**config.mk**
```make
export PLATFORM = sky130hd
export DESIGN_NAME = lsu_ctrl
export DESIGN_NICKNAME = d
export VERILOG_FILES = /design/src/rtl/lsu_ctrl_pkg.sv /design/src/rtl/lsu_ctrl_decode.sv /design/src/rtl/lsu_ctrl.sv
export SDC_FILE = /design/constraint.sdc
export NUM_CORES = 1
export LEC_CHECK = 0
export CORE_ASPECT_RATIO = 0.5
export CORE_MARGIN = 2
export CORE_UTILIZATION = 40
export CTS_CLUSTER_SIZE = 30
export DETAILED_ROUTE_END_ITERATION = 8
export GPL_TIMING_DRIVEN = 1
export HOLD_SLACK_MARGIN = 0.12
export MAX_ROUTING_LAYER = met4
export PLACE_DENSITY = 0.77
export SLEW_MARGIN = 40
export SYNTH_ARGS = -nofsm -noshare
export SYNTH_HDL_FRONTEND = slang
export SYNTH_SLANG_ARGS = --single-unit
```
**constraint.sdc**
```tcl
create_clock -name clk -period 2.3 [get_ports clk]
set_input_delay 0.46 -clock clk [delete_from_list [all_inputs] [get_ports clk]]
set_output_delay 0.46 -clock clk [all_outputs]
set_load 0.02 [all_outputs]
```
**src/rtl/lsu_ctrl_pkg.sv**
```systemverilog
// Shared definitions for the MEM-stage load/store sequencer: aligner width codes,
// response error codes, RV32I load/store funct3 values and the FSM state type.
package lsu_ctrl_pkg;

    localparam logic [1:0] DM_NONE  = 2'b00;
    localparam logic [1:0] DM_BYTE  = 2'b01;
    localparam logic [1:0] DM_HWORD = 2'b10;
    localparam logic [1:0] DM_WORD  = 2'b11;

    localparam logic [1:0] LSU_ERR_OK       = 2'b00;
    localparam logic [1:0] LSU_ERR_MISALIGN = 2'b01;
    localparam logic [1:0] LSU_ERR_RANGE    = 2'b10;
    localparam logic [1:0] LSU_ERR_FUNCT3   = 2'b11;

    localparam logic [2:0] F3_LB  = 3'b000;
    localparam logic [2:0] F3_LH  = 3'b001;
    localparam logic [2:0] F3_LW  = 3'b010;
    localparam logic [2:0] F3_LBU = 3'b100;
    localparam logic [2:0] F3_LHU = 3'b101;
    localparam logic [2:0] F3_SB  = 3'b000;
    localparam logic [2:0] F3_SH  = 3'b001;
    localparam logic [2:0] F3_SW  = 3'b010;

    typedef enum logic [1:0] {
        ST_IDLE   = 2'b00,
        ST_ACCESS = 2'b01,
        ST_RESP   = 2'b10
    } lsu_state_e;

    // Illegal encoding outranks misalignment, which outranks the window check.
    function automatic logic [1:0] lsu_err_code(input logic illegal,
                                                input logic misaligned,
                                                input logic out_of_range);
        if (illegal)           return LSU_ERR_FUNCT3;
        else if (misaligned)   return LSU_ERR_MISALIGN;
        else if (out_of_range) return LSU_ERR_RANGE;
        else                   return LSU_ERR_OK;
    endfunction

endpackage

```
**src/rtl/lsu_ctrl_decode.sv**
```systemverilog
// Combinational request decode: funct3/type/address -> aligner width, sign control
// and the three error conditions.
module lsu_ctrl_decode
    import lsu_ctrl_pkg::*;
#(
    parameter logic [31:0] DMEM_BASE = 32'h0010_0000,
    parameter int unsigned DMEM_SIZE = 32768
) (
    input  logic        is_load,
    input  logic        is_store,
    input  logic [2:0]  funct3,
    input  logic [31:0] addr,
    output logic [1:0]  width,
    output logic        load_signed,
    output logic        illegal,
    output logic        misaligned,
    output logic        out_of_range
);

    logic [31:0] offset;

    always_comb begin
        case (funct3[1:0])
            2'b00:   width = DM_BYTE;
            2'b01:   width = DM_HWORD;
            2'b10:   width = DM_WORD;
            default: width = DM_NONE;
        endcase

        load_signed = is_load & ~funct3[2];

        if (is_load)
            illegal = !(funct3 == F3_LB || funct3 == F3_LH || funct3 == F3_LW ||
                        funct3 == F3_LBU || funct3 == F3_LHU);
        else
            illegal = is_store & !(funct3 == F3_SB || funct3 == F3_SH || funct3 == F3_SW);

        misaligned = ((width == DM_HWORD) && addr[0]) ||
                     ((width == DM_WORD) && (addr[1:0] != 2'b00));

        // Unsigned wrap makes addresses below the base land far out of range.
        offset       = addr - DMEM_BASE;
        out_of_range = (offset >= 32'(DMEM_SIZE));
    end

endmodule

```
**src/rtl/lsu_ctrl.sv**
```systemverilog
// MEM-stage load/store sequencer: accepts one request from EX, drives the data
// aligner for the required cycles and returns data plus an error code to WB.
module lsu_ctrl
    import lsu_ctrl_pkg::*;
#(
    parameter logic [31:0] DMEM_BASE    = 32'h0010_0000,
    parameter int unsigned DMEM_SIZE    = 32768,
    parameter int unsigned READ_LATENCY = 1
) (
    input  logic        clk,
    input  logic        rst_n,
    input  logic        req_valid,
    output logic        req_ready,
    input  logic        req_load,
    input  logic        req_store,
    input  logic [2:0]  req_funct3,
    input  logic [31:0] req_addr,
    input  logic [31:0] req_wdata,
    input  logic [4:0]  req_rd,
    output logic [31:0] al_addr,
    output logic [31:0] al_wdata,
    output logic [1:0]  al_write_status,
    output logic [1:0]  al_read_status,
    output logic        al_load_signed,
    input  logic [31:0] al_rdata,
    output logic        rsp_valid,
    input  logic        rsp_ready,
    output logic [31:0] rsp_data,
    output logic [4:0]  rsp_rd,
    output logic [1:0]  rsp_err,
    output logic        busy
);

    localparam logic [2:0] RD_LAT = 3'(READ_LATENCY);

    lsu_state_e  state_reg;
    logic [2:0]  cnt_reg;
    logic [4:0]  rd_reg;
    logic        is_load_reg;

    logic        is_load;
    logic        is_store;
    logic [1:0]  dec_width;
    logic        dec_signed;
    logic        dec_illegal;
    logic        dec_misaligned;
    logic        dec_out_of_range;
    logic [1:0]  dec_err;

    assign is_load  = req_load;
    assign is_store = req_store & ~req_load;

    lsu_ctrl_decode #(
        .DMEM_BASE (DMEM_BASE),
        .DMEM_SIZE (DMEM_SIZE)
    ) u_decode (
        .is_load      (is_load),
        .is_store     (is_store),
        .funct3       (req_funct3),
        .addr         (req_addr),
        .width        (dec_width),
        .load_signed  (dec_signed),
        .illegal      (dec_illegal),
        .misaligned   (dec_misaligned),
        .out_of_range (dec_out_of_range)
    );

    assign dec_err   = lsu_err_code(dec_illegal, dec_misaligned, dec_out_of_range);
    assign req_ready = (state_reg == ST_IDLE);
    assign busy      = (state_reg != ST_IDLE);

    // The al_* registers double as the request latches: they are loaded on accept
    // and cleared on leaving ACCESS, so the aligner sees DM_NONE everywhere else.
    always_ff @(posedge clk or negedge rst_n) begin
        if (!rst_n) begin
            state_reg       <= ST_IDLE;
            cnt_reg         <= 3'd0;
            rd_reg          <= 5'd0;
            is_load_reg     <= 1'b0;
            al_addr         <= 32'd0;
            al_wdata        <= 32'd0;
            al_write_status <= DM_NONE;
            al_read_status  <= DM_NONE;
            al_load_signed  <= 1'b0;
            rsp_valid       <= 1'b0;
            rsp_data        <= 32'd0;
            rsp_rd          <= 5'd0;
            rsp_err         <= LSU_ERR_OK;
        end else begin
            case (state_reg)
                ST_IDLE: begin
                    if (req_valid && (is_load || is_store)) begin
                        if (dec_err != LSU_ERR_OK) begin
                            state_reg <= ST_RESP;
                            rsp_valid <= 1'b1;
                            rsp_err   <= dec_err;
                            rsp_data  <= 32'd0;
                            rsp_rd    <= is_load ? req_rd : 5'd0;
                        end else begin
                            state_reg       <= ST_ACCESS;
                            cnt_reg         <= 3'd0;
                            rd_reg          <= req_rd;
                            is_load_reg     <= is_load;
                            al_addr         <= req_addr;
                            al_wdata        <= req_wdata;
                            al_load_signed  <= dec_signed;
                            al_write_status <= is_store ? dec_width : DM_NONE;
                            al_read_status  <= is_load  ? dec_width : DM_NONE;
                        end
                    end
                end

                ST_ACCESS: begin
                    if (!is_load_reg || cnt_reg == RD_LAT) begin
                        state_reg       <= ST_RESP;
                        rsp_valid       <= 1'b1;
                        rsp_err         <= LSU_ERR_OK;
                        rsp_data        <= is_load_reg ? al_rdata : 32'd0;
                        rsp_rd          <= is_load_reg ? rd_reg : 5'd0;
                        al_addr         <= 32'd0;
                        al_wdata        <= 32'd0;
                        al_load_signed  <= 1'b0;
                        al_write_status <= DM_NONE;
                        al_read_status  <= DM_NONE;
                    end else begin
                        cnt_reg <= cnt_reg + 3'd1;
                    end
                end

                ST_RESP: begin
                    if (rsp_ready) begin
                        state_reg <= ST_IDLE;
                        rsp_valid <= 1'b0;
                        rsp_data  <= 32'd0;
                        rsp_rd    <= 5'd0;
                        rsp_err   <= LSU_ERR_OK;
                    end
                end

                default: state_reg <= ST_IDLE;
            endcase
        end
    end

endmodule
```
==> impl_summary.md, run 1 <==
Power and ir drop
The worst-case IR drop observed on VDD is 0.568 mV. The power density normalized to cell area is approximately 680 mW/mm^2. The design draws 5910 uW.

For this design the static power due to leakage is 0.00395 uW.

Critical path
In this run the critical register-to-register path is launched from cnt_reg[1]. The number of buffer and inverter stages on the critical path is 3. The type of element capturing the critical path is a flop. The signal on the critical path passes through clkdlybuf4s15_1, or4_4, a2111oi_4, nand4_1, buf_6, a21o_4, clkbuf_16, a22o_1.

The maximum fanout encountered on the critical timing path is 5. STA classifies the critical path startpoint as a primary input. The signal arrival time at the worst endpoint is ~2.6 ns. The origin of the worst setup path is req_addr[17]. In this design, the largest share of critical-path delay is due to compound AO/OA/AOI/OAI gates. The cell with the largest stage delay on the worst path is sky130_fd_sc_hd__or4_4. By startpoint and endpoint, the worst setup path is classified as in2reg. The largest incremental delay on the critical path is 0.53 ns. Data on the critical path is required at its endpoint by 2.59 ns.

CTS
The total clock buffers created by CTS is 17. In this run the deepest clock path goes through 2 buffers. The TritonCTS clock tree is built.

The tree is rooted in a sky130_fd_sc_hd__clkbuf_16. The insertion delay of the later-clocked pin in the worst-skew pair is just over 0.4 ns. The total clock sinks is 120.

The clock tree synthesis step divided the H-tree into 4 levels. After clock tree synthesis, the clock-pin slew on the worst setup and hold paths is 0.06 ns.

Drt
The length of the first detailed-routing pass in iterations is 4. Detailed routing placed a total of between 800 and 900 um of wire on met3. The length of routed met2 wiring is ~8600 um. Summed over all layers, the routed wires come to 16,800 um. The detailed router put a total of 6920 um of wire on met1. Dividing the detail-routed wire length by the instance count gives 20.5 um. The top layer reached by signal wires is met4. In the routed layout, each cell is associated on average with a via count of 5.27. For this block, the via count after detailed routing is between 4,000 and 5,000. The detail route stage leaves a number of antenna-violating nets equal to 0. The total DRC errors in the routed layout is 0. After the first detailed-routing iteration, the DRC count stood at ~250.

Synth
Among all flip-flop cells after synthesis, the most frequent one is sky130_fd_sc_hd__dfrtp_1. Of the synthesized area, sequential elements account for a little over three fifths. Synthesis inferred 120 register bits.

Counting flops with an async set or reset pin after synthesis yields a share of 100%. The synthesized netlist contains 43 unique library cells. The post-synthesis instance total is 359. The number of nets handed over by synthesis was 478. By area the synthesized netlist is led by sky130_fd_sc_hd__dfrtp_1, sky130_fd_sc_hd__a22o_1, sky130_fd_sc_hd__ha_1, sky130_fd_sc_hd__and2_1, sky130_fd_sc_hd__buf_2. The number of enable-type register cells in the synthesized netlist is 0.

The cell area that synthesis handed to floorplanning was between 0.004 and 0.005 sq mm. The post-synthesis cell type with the largest combined area is sky130_fd_sc_hd__dfrtp_1. After synthesis, the mean cell area works out to 13.3 sq um. The portion of synthesized cell area occupied by the leading cell type is 62.9%. For this run, the number of Yosys warnings is 0.

STA
At the pin with the least slew margin, the transition time is 0.554 ns. The hold violation total from the final report was 0. The final setup slack of the worst path is -0.0396 ns. Setup violations remaining at the end of the flow were counted as 25. The count of final max-slew check failures is 0. Derived from the worst setup path, the maximum achievable clock frequency is between 400 and 500 MHz. The worst clock skew is 0.0101 ns. The worst-case headroom to the max-slew limit is a little over three fifths. Of the available clock period, the critical path in the final layout requires 102%. For the finished layout, the period the worst path requires is 2.34 ns.

Global route
The initial antenna violation count was 0. The global router's overall resource usage is 23.2%. The largest net degree at the start of global routing is 47. The first global-routing pass estimated approximately 22,000 um of wire.

The total overflow left after global routing is 0. The via count of the first global-routing pass came to between 4,000 and 5,000.

Run status
The checks that failed: negative setup slack. The flow ran to the end, but the final reports show violations.

Floorplan
After floorplanning, the core was sized to cover 0.0117 sq mm. The count of pins on the block boundary is 221. The row count is 28.

In this run the vertical extent of the chip is 81.2 um. The floorplan step defined a die boundary enclosing 0.0129 sq mm. The die outline width is 158 um. For this configuration, the core starts out at a cell density of 40.7%.

Placed design
The congestion estimate from routability-driven global placement came to 0.855. The final HPWL from detailed placement is 9610 um. Input and output buffers added on the ports amount to 220. OpenSTA, run right after detailed placement, puts the worst setup slack at -0.733 ns.

Run
Max-cap violations in this run came to 0.

Final layout
The utilization after layout is 73.6%. The fraction of final layout cells sized beyond drive strength 1 is 20.9%. After the last flow step, the layout net total stands at 758.

Fill cells in the final layout number 750. In the final layout, the multi-input gates occupy approximately 0.0018 sq mm. The antenna diode count is 0. From synthesis to final layout, the design area changed by 81.0%. In the final layout, the registers with the most flip-flops are al_addr x32, al_wdata x32, rsp_data x32. The area used by sequential logic in the layout is 0.00300 sq mm.

Min path
The class of the most critical hold timing path is reg2reg. The startpoint of the worst hold path is al_addr[31].
-- metrics by stage --
step                      TNS (ns)  hold WS, ns  cell area, sq um  cells
after global placement      -58.29        0.444              7400    754
after detailed placement    -64.28        0.449              7400    754
final                       -0.289        0.479              8640    817
after floorplan              -8.11        0.164              4810    359
after CTS                   -0.950        0.488              8200    797
after global routing         -3.39        0.501              8640    817
-- final timing paths --
check	endpoint	slack, ns	depth (start not counted)
worst max-delay path	al_addr[14]	-0.04	8
worst min-delay path	al_addr[31]	0.48	1
worst max register to register	rsp_data[27]	0.22	8
worst min register to register	al_addr[31]	0.48	1
max in group asynchronous	rsp_data[26]	1.10	3
min in group asynchronous	al_addr[0]	0.56	2
-- metal layers --
metal	global-route usage (%)	vias up
met2	38.8	161
met1	28.5	2194
met4	7.48	0
li1	-	1921
met3	5.12	31
met5	-	-
-- cells in the mapped netlist (5+ instances only) --
cell type	number
sky130_fd_sc_hd__ha_1	9
sky130_fd_sc_hd__nand2_1	11
sky130_fd_sc_hd__dfrtp_1	120
sky130_fd_sc_hd__a22oi_1	5
sky130_fd_sc_hd__mux2_2	6
sky130_fd_sc_hd__nor2_1	15
sky130_fd_sc_hd__a22o_1	81
sky130_fd_sc_hd__buf_2	15
sky130_fd_sc_hd__o21ai_0	9
sky130_fd_sc_hd__inv_1	8
sky130_fd_sc_hd__and2_1	16
-- cell usage in the layout (no fill, tap or decap), types with 4 or more instances in the layout --
cell                              Yosys  final
sky130_fd_sc_hd__buf_16               0      4
sky130_fd_sc_hd__dlygate4sd2_1        0     10
sky130_fd_sc_hd__buf_12               0      8
sky130_fd_sc_hd__mux2_2               6      6
sky130_fd_sc_hd__buf_6                2      7
sky130_fd_sc_hd__dlymetal6s2s_1       0      5
sky130_fd_sc_hd__inv_6                0      8
sky130_fd_sc_hd__dfrtp_1            120    120
sky130_fd_sc_hd__nor2_1              15     13
sky130_fd_sc_hd__clkdlybuf4s50_1      0    198
sky130_fd_sc_hd__a21oi_1              4      4
sky130_fd_sc_hd__clkbuf_16            0     27
sky130_fd_sc_hd__inv_1                8      6
sky130_fd_sc_hd__and2_1              16     16
sky130_fd_sc_hd__buf_4                1     34
sky130_fd_sc_hd__ha_1                 9      6
sky130_fd_sc_hd__o21ai_0              9      9
sky130_fd_sc_hd__nand2_1             11     10
sky130_fd_sc_hd__a22oi_1              5      5
sky130_fd_sc_hd__a22o_1              81     81
-- timing repair --
item,CTS,global route
resized for setup,40,26
buffers inserted,6,4
cloned,4,17
endpoints found under the hold margin,29,0
pin swaps,10,19
setup endpoints to repair,119,110
hold buffers,1,0
-- power breakdown --
group | switching (uW) | internal, uW
Clock | 1040 | 1540
Sequential | 46.5 | 2190
Combinational | 605 | 495
-- logic make-up after synthesis --
kind of cell             Yosys count  synth area share, %
AO/OA/AOI/OAI                    119                 20.9
XOR/XNOR                           2                0.367
adder cells (fa/ha/maj)            9                 2.36
buffers and inverters             32                 3.30
flip-flops                       120                 62.9
multiplexers                      10                 2.25
AND/OR/NAND/NOR                   67                 7.89
-- final cells by class --
| class | count | share of cell area (%) |
|---|---|---|
| Timing Repair Buffer | 283 | 35.2 |
| Sequential cell | 120 | 34.8 |
| Multi-Input combinational cell | 209 | 20.6 |
| Clock buffer | 18 | 5.08 |
| Tap cell | 165 | 2.39 |
| Clock inverter | 14 | 1.55 |
| Inverter | 8 | 0.348 |
-- worst register-to-register path: stages (launching register included) --
cell and delay, ns:
sky130_fd_sc_hd__dfrtp_1 0.43, sky130_fd_sc_hd__inv_1 0.08, sky130_fd_sc_hd__ha_1 0.14, sky130_fd_sc_hd__nor2b_1 0.32, sky130_fd_sc_hd__o221a_2 0.28, sky130_fd_sc_hd__o31ai_1 0.07
sky130_fd_sc_hd__a21o_1 0.20, sky130_fd_sc_hd__buf_12 0.19, sky130_fd_sc_hd__a22o_1 0.26
(Power assumes the default switching activity.)
==> run 2: changes to the inputs <==
SLEW_MARGIN = 20   (was 40)
==> results of run 2 <==
The final DEF is identical to that of run 1; final timing and power are the same.
==> RTL change 1, RTL diff (settings of run 1) <==
`DMEM_SIZE` is set to 32768 in 2 places; all go to 24576.
--- a/src/rtl/lsu_ctrl_decode.sv
+++ b/src/rtl/lsu_ctrl_decode.sv
@@ -4,7 +4,7 @@
     import lsu_ctrl_pkg::*;
 #(
     parameter logic [31:0] DMEM_BASE = 32'h0010_0000,
-    parameter int unsigned DMEM_SIZE = 32768
+    parameter int unsigned DMEM_SIZE = 24576
 ) (
     input  logic        is_load,
     input  logic        is_store,
--- a/src/rtl/lsu_ctrl.sv
+++ b/src/rtl/lsu_ctrl.sv
@@ -4,7 +4,7 @@
     import lsu_ctrl_pkg::*;
 #(
     parameter logic [31:0] DMEM_BASE    = 32'h0010_0000,
-    parameter int unsigned DMEM_SIZE    = 32768,
+    parameter int unsigned DMEM_SIZE    = 24576,
     parameter int unsigned READ_LATENCY = 1
 ) (
     input  logic        clk,
Behaviour: not the same (a bounded check fails within 4 cycles, from zero or initial values and one cycle with rst_n low).
==> RTL change 1 against run 1 <==
The flow still finishes with violations (setup timing). Worst setup slack got worse by 0.14 ns. Sequential share of layout area decreased by 5.1 points. Area after synthesis increased by 19%. Die area increased by 18%. Maximum frequency decreased by 5.5%. Power increased by 7.3%. Sequential cell count unchanged. Critical path type unchanged. Wire length increased by 19%. Cell area increased by 17%. Largest cell class unchanged.
==> RTL change 1: results (changes against run 1) <==
| Metric | Value |
|---|---|
| Total global routing track utilization | 27.2% (+4.0 points) |
| Reg2Reg Depth | 9 (+1) |
| Arrival time at the worst endpoint | 2.79 ns (+0.16 ns) |
| Setup ws final | -0.176 ns (-0.136 ns) |
| Via count | 5,608 (+30%) |
| Syn nets | 627 (+31%) |
| Library cells used by synthesis | 53 (+23%) |
| Max VDD drop | 0.000461 V (-19%) |
| Maximum number of pins on one net before global-route repair | 50 (+6.4%) |
| Clock Skew | 0.0103 ns (+0.000186 ns) |
| Failing checks | setup timing |
| Outcome | finished with violations |
| Number of global-route vias before repair | 5,679 (+35%) |
| Wirelength per Cell | 20.0 um (-2.4%) |
| Leading cell types by count after synthesis | 120 x dfrtp_1, 60 x nand2_1, 51 x a21o_1, 51 x a41oi_1, 34 x a22o_1 |
| Layout cells sized above 1 | 26.7% (+5.9 points) |
| # setup viols final | 113 (+350%) |
| Biggest area contributors in the synthesized netlist | dfrtp_1 53%, a41oi_1 7.9%, a21o_1 6.8%, a22o_1 5.3%, nand2_1 4.0% |
| Share of cell area taken by muxes after synthesis | 2.39% (+0.13 points) |
| Placed wire-length estimate | 12.9 mm (+34%) |
| Number of DRC markers after the initial detailed-route iteration | 354 (+43%) |
| Post-synthesis adder-cell area fraction | 2.21% (-0.15 points) |
| Final Wtd Congestion | 0.861 (+0.72%) |
| Layout filler cell count | 854 (+14%) |
| Xor/xnor cell area share of the yosys netlist | 0.155% (-0.21 points) |
RTL change 1: metal layers:
metal	global-route usage [%]	share of wire, %	wire, um	vias up
li1	-	-	-	2511
met1	33.4	42	8330	2785
met2	43.8	48	9670	256
met3	7.09	7.0	1410	56
met4	10.0	3.0	603	0
met5	-	0	0	-
RTL change 1: cell type report:
cell class              count  area share [%]
well taps                 192            2.37
inverters                  13           0.482
flip-flops and latches    120            29.7
clock inverters            13            1.43
repair buffers            319            33.6
clock buffers              19            4.38
multi-input cells         324            28.1
RTL change 1: power groups by stage:
stage / Sequential [mW] / Combinational, mW / Clock, mW
final: 2.23 / 1.46 / 2.66
after global routing: 2.24 / 1.56 / 2.81
after CTS: 2.23 / 1.40 / 2.69
after detailed placement: 2.26 / 1.31 / 0
after global placement: 2.26 / 1.29 / 0
after floorplan: 2.33 / 0.539 / 0
RTL change 1: kinds of logic after synthesis:
family / Yosys count
AO/OA/AOI/OAI: 194
XOR/XNOR: 1
adder cells (fa/ha/maj): 10
buffers and inverters: 63
flip-flops: 120
multiplexers: 12
AND/OR/NAND/NOR: 107
RTL change 1: through the flow:
step	TNS (ns)	worst slack, ns	instances
floorplan	-21.07	-0.387	507
global placement	-95.19	-0.844	940
detailed placement	-99.68	-0.881	940
CTS	-11.90	-0.154	995
global route	-15.24	-0.235	1000
finish	-9.80	-0.176	1000
RTL change 1: what timing repair did:
action	4_1_cts	5_1_grt
cloned	10	0
pin swaps	40	19
hold endpoints to repair	36	0
hold buffers	1	0
resized for setup	79	26
setup endpoints to repair	122	120
setup buffers	13	9
RTL change 1: final timing paths:
kind | start | to | slack (ns)
worst max-delay path | req_addr[22] | al_wdata[16] | -0.18
worst min-delay path | rsp_err[0] | rsp_err[0] | 0.49
worst max register to register | state_reg[1] | al_wdata[16] | -0.02
worst min register to register | rsp_err[0] | rsp_err[0] | 0.49
max in group asynchronous | rst_n | al_addr[10] | 1.04
min in group asynchronous | rst_n | al_wdata[31] | 0.57
==> RTL change 2, RTL diff (flow settings as in run 1) <==
Made on the original files. Make the reset (`rst_n`) synchronous in one clocked block.
--- a/src/rtl/lsu_ctrl.sv
+++ b/src/rtl/lsu_ctrl.sv
@@ -71,7 +71,7 @@
 
     // The al_* registers double as the request latches: they are loaded on accept
     // and cleared on leaving ACCESS, so the aligner sees DM_NONE everywhere else.
-    always_ff @(posedge clk or negedge rst_n) begin
+    always_ff @(posedge clk) begin
         if (!rst_n) begin
             state_reg       <= ST_IDLE;
             cnt_reg         <= 3'd0;
Check against the original RTL: differs if rst_n is asserted again (counterexample within 4 cycles, from zero or initial values and one cycle with rst_n low); with rst_n held inactive, the same outputs for 4 cycles.
==> RTL change 2 against run 1 <==
Worst setup slack better by 0.14 ns. Final cell count is 8.0% higher. Cell area is 9.4% lower. Sequential cell count stayed put. Wire length is 16% lower. Power is 8.0% lower. Area after synthesis is 5.4% lower. Critical endpoint is now al_wdata[6].
==> RTL change 2: results (changes against run 1) <==
| Metric | Value |
|---|---|
| Outcome | completed |
| Placed wire-length estimate | 9.65 mm (+0.41%) |
| Layout cells sized above 1 | 14.0% (-6.9 points) |
| Maximum number of pins on one net before global-route repair | 45 (-4.3%) |
| Ys flop type | dfxtp_1 |
| Biggest area contributors in the synthesized netlist | dfxtp_1 53%, a22o_1 8.0%, nand3_1 5.5%, o21ai_0 5.2%, nand2_1 4.7% |
| Asr flop ratio synth | 0% (-100 points) |
| Count of TritonRoute iterations in the first routing pass | 5 (+1) |
| Number of buffers on the longest clock path | 2 (unchanged) |
| Average via count per standard cell | 5.11 (-3.0%) |
| Arrival time at the worst endpoint | 2.48 ns (-0.15 ns) |
| Total global routing track utilization | 23.3% (+0.12 points) |
| Count of flip-flops with a built-in enable after synthesis | 0 (unchanged) |
| Root cell of the clock tree | clkbuf_16 |
| Num CTS Buffers | 17 (unchanged) |
| Clock Skew | 0.00624 ns (-0.00386 ns) |
| Instance count after placement with tap cells included | 847 (+12%) |
| Sequential area share after synthesis | 53.2% (-9.7 points) |
| Maximum fanout along the worst path | 35 (+30) |
| Type of the most critical hold path | reg -> reg |
| Library cells used by synthesis | 38 (-12%) |
| Wirelength per Cell | 16.0 um (-22%) |
| Final routed wirelength across all metal layers | 14.1 mm (-16%) |
| Yosys warning total | 0 (unchanged) |
| Number of DRC markers after the initial detailed-route iteration | 216 (-13%) |
| Setup Slack @ Placement | -0.535 ns (+0.198 ns) |
| Number of global-route vias before repair | 4,474 (+6.1%) |
| Mapped Avg Cell Area | 9.37 um2 (-30%) |
| Top Registers | al_addr x32, al_wdata x32, rsp_data x32 |
| Leading cell types by count after synthesis | 120 x dfxtp_1, 57 x nand2_1, 50 x nand3_1 |
| Leakage power | 3.12 nW (-21%) |
| Max VDD drop | 0.000464 V (-18%) |
| Final Wtd Congestion | 0.866 (+1.2%) |
| Port-buffer cells | 220 (unchanged) |
| Antenna violations before repair | 0 (unchanged) |
| Normalized max-slew margin | 64.0% (+1.1 points) |
| Net count reported at finish | 843 (+11%) |
| Syn nets | 601 (+26%) |
RTL change 2: cell types whose count changed after synthesis, moves of 13 or more:
cell	delta
and2_1	-13
dfxtp_1	+120
dfrtp_1	-120
o21ai_0	+38
and3_1	+18
clkbuf_1	+20
a22o_1	-40
nand3_1	+46
nand2_1	+46
RTL change 2: worst max-delay path, stage by stage:
cell           delay [ns]
dlygate4sd2_1        0.27
inv_2                0.11
ha_4                 0.16
buf_4                0.11
nand2b_1             0.05
o221a_2              0.15
nor4b_4              0.31
a41oi_2              0.23
and2_4               0.21
buf_12               0.16
a22o_1               0.25
RTL change 2: repair_timing:
| item | 4_1_cts | 5_1_grt |
|---|---|---|
| setup endpoints to repair | 73 | 83 |
| setup buffers | 1 | 1 |
| cloned | 2 | 0 |
| pin swaps | 3 | 10 |
| resized for setup | 12 | 31 |
RTL change 2: report_power, final:
| group | internal [mW] | switching (mW) | leakage [nW] |
|---|---|---|---|
| sequential | 2.11 | 0.0155 | 0.968 |
| clock | 1.72 | 0.944 | 0.289 |
| combinational | 0.338 | 0.311 | 1.87 |
| total | 4.17 | 1.27 | 3.12 |
RTL change 2: routing by layer:
layer	GRT usage [%]	part of all wire, %
met5	-	0
met3	5.35	5.0
met1	28.0	44
met4	9.81	2.5
met2	38.4	49
RTL change 2: metrics by stage:
stage                     util (%)  instance area [um2]
after floorplan                  -                 4540
after global placement        64.6                 7090
after detailed placement      64.6                 7090
after CTS                     70.4                 7730
after global routing          71.3                 7830
final                         71.3                 7830
RTL change 2: kinds of logic after synthesis:
group,synth area share (%)
buffers and inverters,4.91
AOI/OAI and AO/OA,19.6
DFF,53.2
adders and majority gates,2.49
and+or+nand+nor,19.6
xor gates and xnor gates,0.194
RTL change 2: layout make-up:
| class | instances | area [um2] |
|---|---|---|
| diodes | 1 | 2.50 |
| clock buffers | 19 | 443 |
| clock inverters | 12 | 151 |
| fillers | 786 | 3150 |
| inverters | 8 | 30.0 |
| multi-input cells | 313 | 2020 |
| flip-flops and latches | 120 | 2400 |
| well taps | 145 | 181 |
| repair buffers | 264 | 2600 |
RTL change 2: final timing paths:
check / cells after the start / to / slack (ns) / start
worst max register to register: 8 / rsp_rd[2] / 0.16 / state_reg[0]
worst min-delay path: 2 / al_wdata[0] / 0.45 / al_wdata[0]
worst min register to register: 2 / al_wdata[0] / 0.45 / al_wdata[0]
worst max-delay path: 11 / al_wdata[6] / 0.10 / req_funct3[0]
